<file path="src/rtl/sar_result_reader.sv">
// sar_result_reader
// Consumer of the SAR controller's result/valid interface. Each rising edge of
// valid_in captures one 8-bit result into a small circular FIFO; a transmit FSM
// drains the FIFO as MSB-first serial frames on sclk/sdo/frame_n.
// Shares clk with sar_control, so no synchronisers are used.
// Optional build macro: BIT04_SWAP_FIX_EN -- when defined, result bits 0 and 4
// are exchanged on capture to undo the pad-level swap on the result mapping.
module sar_result_reader #(
    parameter int DEPTH   = 4,  // FIFO entries, power of two, >= 2
    parameter int CLK_DIV = 4   // clk cycles per serial bit, even, >= 2
) (
    input  logic                   clk,
    input  logic                   rst_n,
    input  logic [7:0]             result_in,
    input  logic                   valid_in,
    input  logic                   clr_ovf,
    output logic                   sclk,
    output logic                   sdo,
    output logic                   frame_n,
    output logic [$clog2(DEPTH):0] fifo_level,
    output logic                   overflow,
    output logic                   busy
);

    localparam int PTR_W = $clog2(DEPTH);
    localparam int LVL_W = PTR_W + 1;
    localparam int DIV_W = $clog2(CLK_DIV);

    localparam logic [DIV_W-1:0] DIV_LAST = DIV_W'(CLK_DIV - 1);
    localparam logic [DIV_W-1:0] DIV_HALF = DIV_W'(CLK_DIV / 2);
    localparam logic [LVL_W-1:0] LVL_FULL = LVL_W'(DEPTH);
    localparam logic [2:0]       BIT_LAST = 3'd7;

    typedef enum logic [1:0] {
        ST_IDLE  = 2'd0,
        ST_SHIFT = 2'd1,
        ST_GAP   = 2'd2
    } state_t;

    // ------------------------------------------------------------------
    // Storage and state
    // ------------------------------------------------------------------
    logic [7:0]       r_mem [DEPTH];
    logic [PTR_W-1:0] r_wr_ptr;
    logic [PTR_W-1:0] r_rd_ptr;
    logic [LVL_W-1:0] r_level;
    logic             r_valid_q;
    logic             r_overflow;

    state_t           r_state;
    logic [7:0]       r_shift;
    logic [2:0]       r_bit_cnt;
    logic [DIV_W-1:0] r_div_cnt;

    logic             r_sclk;
    logic             r_sdo;
    logic             r_frame_n;
    logic             r_busy;

    // ------------------------------------------------------------------
    // Combinational signals
    // ------------------------------------------------------------------
    logic             w_push;
    logic             w_full;
    logic             w_pop;
    logic             w_accept;
    logic             w_drop;
    logic [7:0]       w_wr_data;

    state_t           w_state_nxt;
    logic [7:0]       w_shift_nxt;
    logic [2:0]       w_bit_nxt;
    logic [DIV_W-1:0] w_div_nxt;

    logic             w_sclk_nxt;
    logic             w_sdo_nxt;
    logic             w_frame_n_nxt;
    logic             w_busy_nxt;

    // Capture: one push per valid high period, on its first cycle.
    assign w_push = valid_in & ~r_valid_q;
    assign w_full = (r_level == LVL_FULL);

    // A full FIFO can still take a push when the head leaves on the same edge;
    // the pop reads the old head before the write lands in that slot.
    assign w_accept = w_push & (~w_full | w_pop);
    assign w_drop   = w_push & w_full & ~w_pop;

`ifdef BIT04_SWAP_FIX_EN
    assign w_wr_data = {result_in[7:5], result_in[0], result_in[3:1], result_in[4]};
`else
    assign w_wr_data = result_in;
`endif

    // FIFO data array write on accepted push
    // NOTE: the data array has no reset; the pointers and level define which
    // entries are valid, so clearing the storage itself would buy nothing.
    always_ff @(posedge clk) begin
        if (rst_n && w_accept) begin
            r_mem[r_wr_ptr] <= w_wr_data;
        end
    end

    // FIFO pointers, level, valid edge register and sticky overflow flag
    // NOTE: every clocked block uses non-blocking assignments so all registers
    // update together from the values they held before the edge.
    always_ff @(posedge clk) begin
        if (!rst_n) begin
            r_wr_ptr   <= '0;
            r_rd_ptr   <= '0;
            r_level    <= '0;
            r_valid_q  <= 1'b0;
            r_overflow <= 1'b0;
        end else begin
            r_valid_q <= valid_in;

            if (w_accept) begin
                r_wr_ptr <= r_wr_ptr + PTR_W'(1);
            end
            if (w_pop) begin
                r_rd_ptr <= r_rd_ptr + PTR_W'(1);
            end

            case ({w_accept, w_pop})
                2'b10:   r_level <= r_level + LVL_W'(1);
                2'b01:   r_level <= r_level - LVL_W'(1);
                default: r_level <= r_level;
            endcase

            // A new drop beats a coincident clear.
            if (w_drop) begin
                r_overflow <= 1'b1;
            end else if (clr_ovf) begin
                r_overflow <= 1'b0;
            end
        end
    end

    // Transmit FSM next-state: pop in IDLE, shift 8 bit periods, one gap period
    // NOTE: every signal driven here gets a default first, so no path through
    // the case leaves one unassigned and no latch is inferred.
    always_comb begin
        w_state_nxt = r_state;
        w_shift_nxt = r_shift;
        w_bit_nxt   = r_bit_cnt;
        w_div_nxt   = r_div_cnt;
        w_pop       = 1'b0;

        case (r_state)
            ST_IDLE: begin
                if (r_level != '0) begin
                    w_pop       = 1'b1;
                    w_shift_nxt = r_mem[r_rd_ptr];
                    w_bit_nxt   = '0;
                    w_div_nxt   = '0;
                    w_state_nxt = ST_SHIFT;
                end
            end

            ST_SHIFT: begin
                if (r_div_cnt == DIV_LAST) begin
                    w_div_nxt   = '0;
                    w_shift_nxt = {r_shift[6:0], 1'b0};
                    w_bit_nxt   = r_bit_cnt + 3'd1;
                    if (r_bit_cnt == BIT_LAST) begin
                        w_state_nxt = ST_GAP;
                    end
                end else begin
                    w_div_nxt = r_div_cnt + DIV_W'(1);
                end
            end

            ST_GAP: begin
                if (r_div_cnt == DIV_LAST) begin
                    w_div_nxt   = '0;
                    w_state_nxt = ST_IDLE;
                end else begin
                    w_div_nxt = r_div_cnt + DIV_W'(1);
                end
            end

            default: begin
                w_state_nxt = ST_IDLE;
                w_div_nxt   = '0;
                w_bit_nxt   = '0;
            end
        endcase
    end

    // Output decode from next-state so the registered pins line up with the state
    always_comb begin
        w_frame_n_nxt = (w_state_nxt != ST_SHIFT);
        w_sclk_nxt    = (w_state_nxt == ST_SHIFT) && (w_div_nxt >= DIV_HALF);
        w_sdo_nxt     = (w_state_nxt == ST_SHIFT) && w_shift_nxt[7];
        w_busy_nxt    = (w_state_nxt != ST_IDLE);
    end

    // Transmit FSM state, shift register and counters
    always_ff @(posedge clk) begin
        if (!rst_n) begin
            r_state   <= ST_IDLE;
            r_shift   <= '0;
            r_bit_cnt <= '0;
            r_div_cnt <= '0;
        end else begin
            r_state   <= w_state_nxt;
            r_shift   <= w_shift_nxt;
            r_bit_cnt <= w_bit_nxt;
            r_div_cnt <= w_div_nxt;
        end
    end

    // Registered serial pins and status; reset aborts any frame immediately
    always_ff @(posedge clk) begin
        if (!rst_n) begin
            r_sclk    <= 1'b0;
            r_sdo     <= 1'b0;
            r_frame_n <= 1'b1;
            r_busy    <= 1'b0;
        end else begin
            r_sclk    <= w_sclk_nxt;
            r_sdo     <= w_sdo_nxt;
            r_frame_n <= w_frame_n_nxt;
            r_busy    <= w_busy_nxt;
        end
    end

    assign sclk       = r_sclk;
    assign sdo        = r_sdo;
    assign frame_n    = r_frame_n;
    assign fifo_level = r_level;
    assign overflow   = r_overflow;
    assign busy       = r_busy;

endmodule

</file>
<file path="config.mk">
export PLATFORM = sky130hd
export DESIGN_NAME = sar_result_reader
export DESIGN_NICKNAME = d
export VERILOG_FILES = /design/src/rtl/sar_result_reader.sv
export SDC_FILE = /design/constraint.sdc
export NUM_CORES = 1
export LEC_CHECK = 0
export ABC_AREA = 1
export BUFFER_PORTS_ARGS = -buffer_cell sky130_fd_sc_hd__buf_2
export CAP_MARGIN = 20
export CORE_ASPECT_RATIO = 1.4
export CORE_MARGIN = 2
export CORE_UTILIZATION = 50
export CTS_BUF_LIST = sky130_fd_sc_hd__clkbuf_16
export CTS_CLUSTER_SIZE = 12
export DETAILED_ROUTE_END_ITERATION = 7
export PLACE_DENSITY = 0.79
export SYNTH_ARGS = -nofsm -noshare
export SYNTH_HDL_FRONTEND = slang
export SYNTH_SLANG_ARGS = --single-unit
</file>
<file path="constraint.sdc">
create_clock -name clk -period 1.85 [get_ports clk]
set_clock_uncertainty 0.05 [all_clocks]
set_input_delay 0.37 -clock clk [delete_from_list [all_inputs] [get_ports clk]]
set_output_delay 0.37 -clock clk [all_outputs]
set_load 0.02 [all_outputs]
</file>
======== After elaboration in Yosys (flattened, before gate mapping) ========
Memory sizes are Yosys's and may differ from the RTL's. A register that Yosys moved wholly into a read port is not among the register bits.
Index checks and enable logic that the tools add are counted.
word-level totals
  bits in writable memories ............... 32
  memories kept ........................... 1
  register bits ........................... 28
  output and inout bits ................... 8
  word-level logic and storage cells ...... 77
  input bits .............................. 12
memory list
  name   words  bits a word  read ports  clocked after memory_dff  write ports  line  text
  r_mem  4      8            1           1                         1            43    logic [7:0] r_mem [DEPTH];
cells by class
  reduce and logical (&&, ||, !) cells .... 12
  order comparisons ....................... 1
  muxes and demuxes ....................... 23
  add/sub/neg operators ................... 6
  equal/unequal tests ..................... 11
  bitwise gates (word level) .............. 9
operator list
  cell                   count
  $mux W2                8
  $mux W8                2
  $pmux W8 S2            1
  $pmux W3 S3            1
  $reduce_bool A2 Y1     4
  $add A2 B1 Y2 const B  3
  $add A3 B1 Y3 const B  2
  $eq A2 B1 Y1 const B   3
  $eq A2 B2 Y1 const B   3
  $eq A3 B3 Y1 const B   2
  $mux W1                6
  $mux W3                2
  $pmux W2 S3            1
  $pmux W3 S2            1
  $reduce_and A3 Y1      2
  $and A1 B1 Y1          4
  $ne A2 B2 Y1 const B   2
  $not A1 Y1             4
  $pmux W2 S2            1
  $logic_and A1 B1 Y1    3
  $reduce_bool A3 Y1     1
  $sub A3 B1 Y3 const B  1
  $ge A2 B2 Y1 const B   1
  $logic_not A2 Y1       1
  3 further kinds        3

======== Depth between registers and ports, before layout ========
  depth after elaboration ................. 8
  mapped depth ............................ 11
  mapped depth without buffers ............ 11

======== Worst setup path before layout ========
No wires, ideal clock.
  path kind ............................... register -> register
  start ................................... reg r_state[0]
  end ..................................... reg r_level[2], in the netlist fifo_level[2]
  data required time ...................... 1.685 ns
  period minus slack after synthesis ...... 1.823 ns
  data arrival time ....................... 1.658 ns
  buffers on the path ..................... 0
  setup slack ............................. 0.027 ns
  cell stages (with the launch flop) ...... 11
  library setup time ...................... 0.115 ns
  path through ............................ dfxtp_1 > inv_1 > ha_1 > inv_2 > a21oi_4 > nand2_2 > fa_1 > inv_1 > nand4_1 > a21oi_1 > nor2_1
on the way
  cells in the longest elaborated chain, start to end .. 6
  elaborated cells on any way between the ends .. 8
  those cells by class .................... eq/ne: 2; mux: 2; bitwise: 2; reduce/logical: 2
ends and longest elaborated chain
  item                                               line  text
  start: declaration                                 50    state_t r_state;
  start signal: assignment                           206   r_state <= w_state_nxt;
  $logic_not A2 Y1 (*)                               149   case (r_state)
  $mux W1 (*)                                        149
  $or A1 B1 Y1                                       86    assign w_accept = w_push & (~w_full | w_pop);
  $and A1 B1 Y1                                      86
  $eq A2 B1 Y1 or $eq A2 B2 Y1 (tied branches)       124   case ({w_accept, w_pop})
  $pmux W3 S2 or $reduce_bool A2 Y1 (tied branches)  n/a
  end signal: assignment                             125   2'b10: r_level <= r_level + LVL_W'(1);
  end signal: assignment                             126   2'b01: r_level <= r_level - LVL_W'(1);
  end signal: assignment                             127   default: r_level <= r_level;
  end: declaration                                   46    logic [LVL_W-1:0] r_level;
Every way passes the cells marked *; elsewhere a longest branch is shown, timed or not.
A chain may end at the register's enable or synchronous reset.

======== Final worst setup path ========
  start ................................... reg r_state[1]
  end ..................................... reg r_shift[7]
on the way
  cells in the longest elaborated chain, start to end .. 2
  elaborated cells on any way between the ends .. 3
  those cells by class .................... eq/ne: 1; mux: 1; reduce/logical: 1
ends and longest elaborated chain
  item                                              line  text
  $eq A2 B1 Y1 or $logic_not A2 Y1 (tied branches)  149
  $pmux W8 S2 (*)                                   149
  end signal: assignment                            207   r_shift <= w_shift_nxt;
  end: declaration                                  51    logic [7:0] r_shift;
Marked as above.

==> summary.json <==
{
  "dp.final_hpwl": {"value": 3.29, "unit": "mm"},
  "power_leakage": {"value": 1.38, "unit": "nW"},
  "post_dp_cell_area": {"value": 2900, "unit": "um^2"},
  "synth_sequential_area_ratio": {"value": 57.9, "unit": "%"},
  "worstHoldStart": {"value": "valid_in"},
  "holdCritPathClass": {"value": "in -> reg"},
  "finalHoldViolations": {"value": 0},
  "holdWs": {"value": 0.183, "unit": "ns"},
  "report.final.setup_viol": {"value": 0},
  "timing.final.crit_period": {"value": 1.77, "unit": "ns"},
  "max_freq": {"value": 566, "unit": "MHz"},
  "postSynthRegisterBits": {"value": 62},
  "antenna_violating_nets_post_route": {"value": 0},
  "placedCellCount": {"value": 362},
  "drt_iter0_drc": {"value": 94},
  "timing.rr.end": {"value": "r_shift[7]"},
  "timing.critical_path.fanout_max": {"value": 9},
  "post_synth_num_cell_types": {"value": 27},
  "tritoncts.num_buffers": {"value": 9},
  "nets": {"value": 334},
  "row_count": {"value": 31},
  "cpPeakStageDelay": {"value": 0.33, "unit": "ns"},
  "final-instance-count-excl-fill": {"value": 381},
  "critical_path.cell_chain": {"value": "inv_2, buf_4, ha_1, inv_1, nand2_1, nand3_4, nand2_1, inv_1, o21ai_0, inv_1"},
  "drc_errors": {"value": 0},
  "fin_util": {"value": 62.0, "unit": "%"},
  "drv.max_cap_violation_count": {"value": 0},
  "clkSlewWorstSetupHoldPaths": {"value": 0.05, "unit": "ns"},
  "rsz0062_at_grt": {"value": "true"},
  "dieHeight": {"value": 90.9, "unit": "um"},
  "layout_common_cells": {"value": "sky130_fd_sc_hd__nand2_1, sky130_fd_sc_hd__edfxtp_1, sky130_fd_sc_hd__inv_1, sky130_fd_sc_hd__nor2_1, sky130_fd_sc_hd__dfxtp_1"},
  "run_status": {"value": "completed"},
  "ios": {"value": 20},
  "synth_fp_nets": {"value": 300},
  "initial_utilization": {"value": 51.9, "unit": "%"},
  "clock_path_buffers": {"value": 2},
  "setup_tns": {"value": 0, "unit": "ns"},
  "synthToLayoutAreaGrowth": {"value": 19.3, "unit": "%"},
  "area.sequential": {"value": 1560, "unit": "um^2"},
  "slowest_stage_cell_crit_path": {"value": "sky130_fd_sc_hd__dfxtp_2"},
  "wire_length_of_the_first_global_routing_pass": {"value": 8.29, "unit": "mm"},
  "detail_route.vias_per_cell": {"value": 5.26},
  "layout-drive-gt1-share": {"value": 20.3, "unit": "%"},
  "drt_first_pass_iters": {"value": 4},
  "gp_congestion": {"value": 0.839},
  "reg2reg_from": {"value": "r_state[1]"},
  "grt_antenna_before_repair": {"value": 0},
  "holdPathStages": {"value": 3},
  "globalRouteOverflowTotal": {"value": 0},
  "avgSynthCellArea": {"value": 9.78, "unit": "um^2"},
  "power.ir.vdd_worst": {"value": 1.08, "unit": "mV"},
  "period_share": {"value": 95.4, "unit": "%"},
  "data_arrival_critical_path": {"value": 1.93, "unit": "ns"},
  "antenna_cells_inserted": {"value": 0},
  "groute.usage.overall": {"value": 18.3, "unit": "%"},
  "wirelength": {"value": 5.00, "unit": "mm"},
  "pin_count_of_the_biggest_net_entering_global_routing": {"value": 18},
  "final_common_cell": {"value": "sky130_fd_sc_hd__nand2_1"},
  "clock_insertion_delay_worst_skew": {"value": 0.33, "unit": "ns"},
  "area_of_combinational_cells_with_multiple_inputs": {"value": 976, "unit": "um^2"},
  "cts_tree": {"value": "yes"},
  "beginning_of_the_critical_path": {"value": "r_state[1]"},
  "regToRegSetupSlack": {"value": 0.08, "unit": "ns"},
  "fillers": {"value": 413},
  "slew_headroom": {"value": 69.9, "unit": "%"},
  "worst-path-buf-inv": {"value": 5},
  "port_buffers": {"value": 19},
  "cp_common_cell": {"value": "sky130_fd_sc_hd__inv_1"},
  "first_global_vias": {"value": 1938},
  "wl_per_cell": {"value": 13.1, "unit": "um"},
  "powerDensity": {"value": 1690, "unit": "nW/um^2"},
  "mapped_cells": {"value": 276},
  "vias": {"value": 2003},
  "cts.sinks": {"value": 62},
  "synth_area": {"value": 2700, "unit": "um^2"},
  "clock_root_buffer_master": {"value": "sky130_fd_sc_hd__clkbuf_16"},
  "required": {"value": 2.02, "unit": "ns"},
  "dieArea": {"value": 6010, "unit": "um^2"},
  "count_of_warnings_emitted_by_yosys": {"value": 0},
  "cpLargestDelayFamily": {"value": "buffers and inverters"},
  "holdPathEnd": {"value": "r_valid_q"},
  "crit_path_end_kind": {"value": "register"},
  "ff2ff_path_depth": {"value": 10},
  "crit_path_kind": {"value": "reg -> reg"},
  "cts.htree.levels": {"value": 3},
  "slew_of_the_pin_with_the_lowest_slew_margin": {"value": 0.450, "unit": "ns"},
  "stdcell_area": {"value": 3220, "unit": "um^2"},
  "final_max_slew_viol_count": {"value": 0},
  "critical_path_start_type": {"value": "register"},
  "floorplan.core_area": {"value": 5200, "unit": "um^2"},
  "dieWidth": {"value": 66.1, "unit": "um"}
}
## worst max path at each step
stage | end | slack (ns) | depth (start not counted)
6_report | r_shift[7] | 0.08 | 10
3_3_place_gp | fifo_level[2] | 0.13 | 10
5_1_grt | fifo_level[2] | -0.03 | 11
2_1_floorplan | fifo_level[2] | 0.03 | 10
4_1_cts | fifo_level[2] | 0.02 | 10
3_5_place_dp | fifo_level[2] | 0.01 | 10
## state kept, by name (all words and copies together), names as in the netlist, named ones only
register	flops
busy	1
fifo_level	3
frame_n	1
overflow	1
r_bit_cnt	3
r_div_cnt	2
r_mem	32
r_rd_ptr	2
r_shift	8
r_state	2
r_valid_q	1
r_wr_ptr	2
sclk	1
sdo	1
## layer usage
metal | wire (um) | up-vias | GRT usage, %
li1 | - | 996 | -
met1 | 1990 | 937 | 19.7
met2 | 2640 | 57 | 31.1
met3 | 219 | 13 | 4.46
met4 | 144 | 0 | 11.4
met5 | 0 | - | 0
## synth_stat cells
library cell               instances  area, um^2
sky130_fd_sc_hd__and2_1            1        6.26
sky130_fd_sc_hd__inv_1            33         124
sky130_fd_sc_hd__o22ai_1           6        37.5
sky130_fd_sc_hd__o21ai_1           2        10.0
sky130_fd_sc_hd__o21ai_0          18        90.1
sky130_fd_sc_hd__dfxtp_1          30         601
sky130_fd_sc_hd__a211oi_1          1        7.51
sky130_fd_sc_hd__nand3_4           2        35.0
sky130_fd_sc_hd__nand4_1           2        12.5
sky130_fd_sc_hd__edfxtp_1         32         961
sky130_fd_sc_hd__fa_1              1        20.0
sky130_fd_sc_hd__o21bai_1          6        45.0
sky130_fd_sc_hd__nand2_2           2        12.5
sky130_fd_sc_hd__inv_2             4        15.0
sky130_fd_sc_hd__buf_2             3        15.0
sky130_fd_sc_hd__nand2_1          39         146
sky130_fd_sc_hd__a21oi_1          26         130
sky130_fd_sc_hd__nand3b_1          1        7.51
sky130_fd_sc_hd__nor2_4            3        33.8
sky130_fd_sc_hd__nor3_1            3        15.0
sky130_fd_sc_hd__buf_4             3        22.5
sky130_fd_sc_hd__ha_1             11         138
sky130_fd_sc_hd__nand3_1          15        75.1
sky130_fd_sc_hd__nor2_1           29         109
sky130_fd_sc_hd__a21oi_4           1        16.3
sky130_fd_sc_hd__clkbuf_1          1        3.75
sky130_fd_sc_hd__nand3_2           1        10.0
## timing repair
action                     CTS  global route
hold buffers                 0             0
buffers inserted             0             3
setup endpoints to repair    0            33
resized for setup            0             9
## per-stage QoR
stage	worst slack (ns)	total power, mW
2_1_floorplan	0.0266	3.34
3_5_place_dp	0.0111	3.78
6_report	0.0847	5.43
4_1_cts	0.0160	5.35
5_1_grt	-0.0325	5.80
3_3_place_gp	0.134	3.70
## area by class of cell
type | instances | share of cell area, %
inverter | 37 | 4.31
sequential | 62 | 48.6
tap | 66 | 2.56
clock buffer | 9 | 6.99
clock inverter | 7 | 1.75
multi-input combinational | 170 | 30.3
timing repair buffer | 30 | 5.52
## worst register-to-register path: cells and delay by family (launching register included)
family	cells	cell delay [ns]
buffers and inverters	5	0.42
and+or+nand+nor	3	0.38
DFF	1	0.33
adders and majority gates	1	0.30
AOI/OAI and AO/OA	1	0.18
## cell families after synthesis
family                   count (synthesis)  synth area share (%)
flip-flops                              62                  57.9
AO/OA/AOI/OAI                           60                  12.5
AND/OR/NAND/NOR                         98                  17.2
adder cells (fa/ha/maj)                 12                  5.84
buffers and inverters                   44                  6.68
## power by group
group	internal [mW]	switching, mW
registers	1.70	0.147
clock network	1.02	0.550
logic	0.721	1.30
total	3.43	2.00
Note: power is estimated with default switching activity, not from simulation.
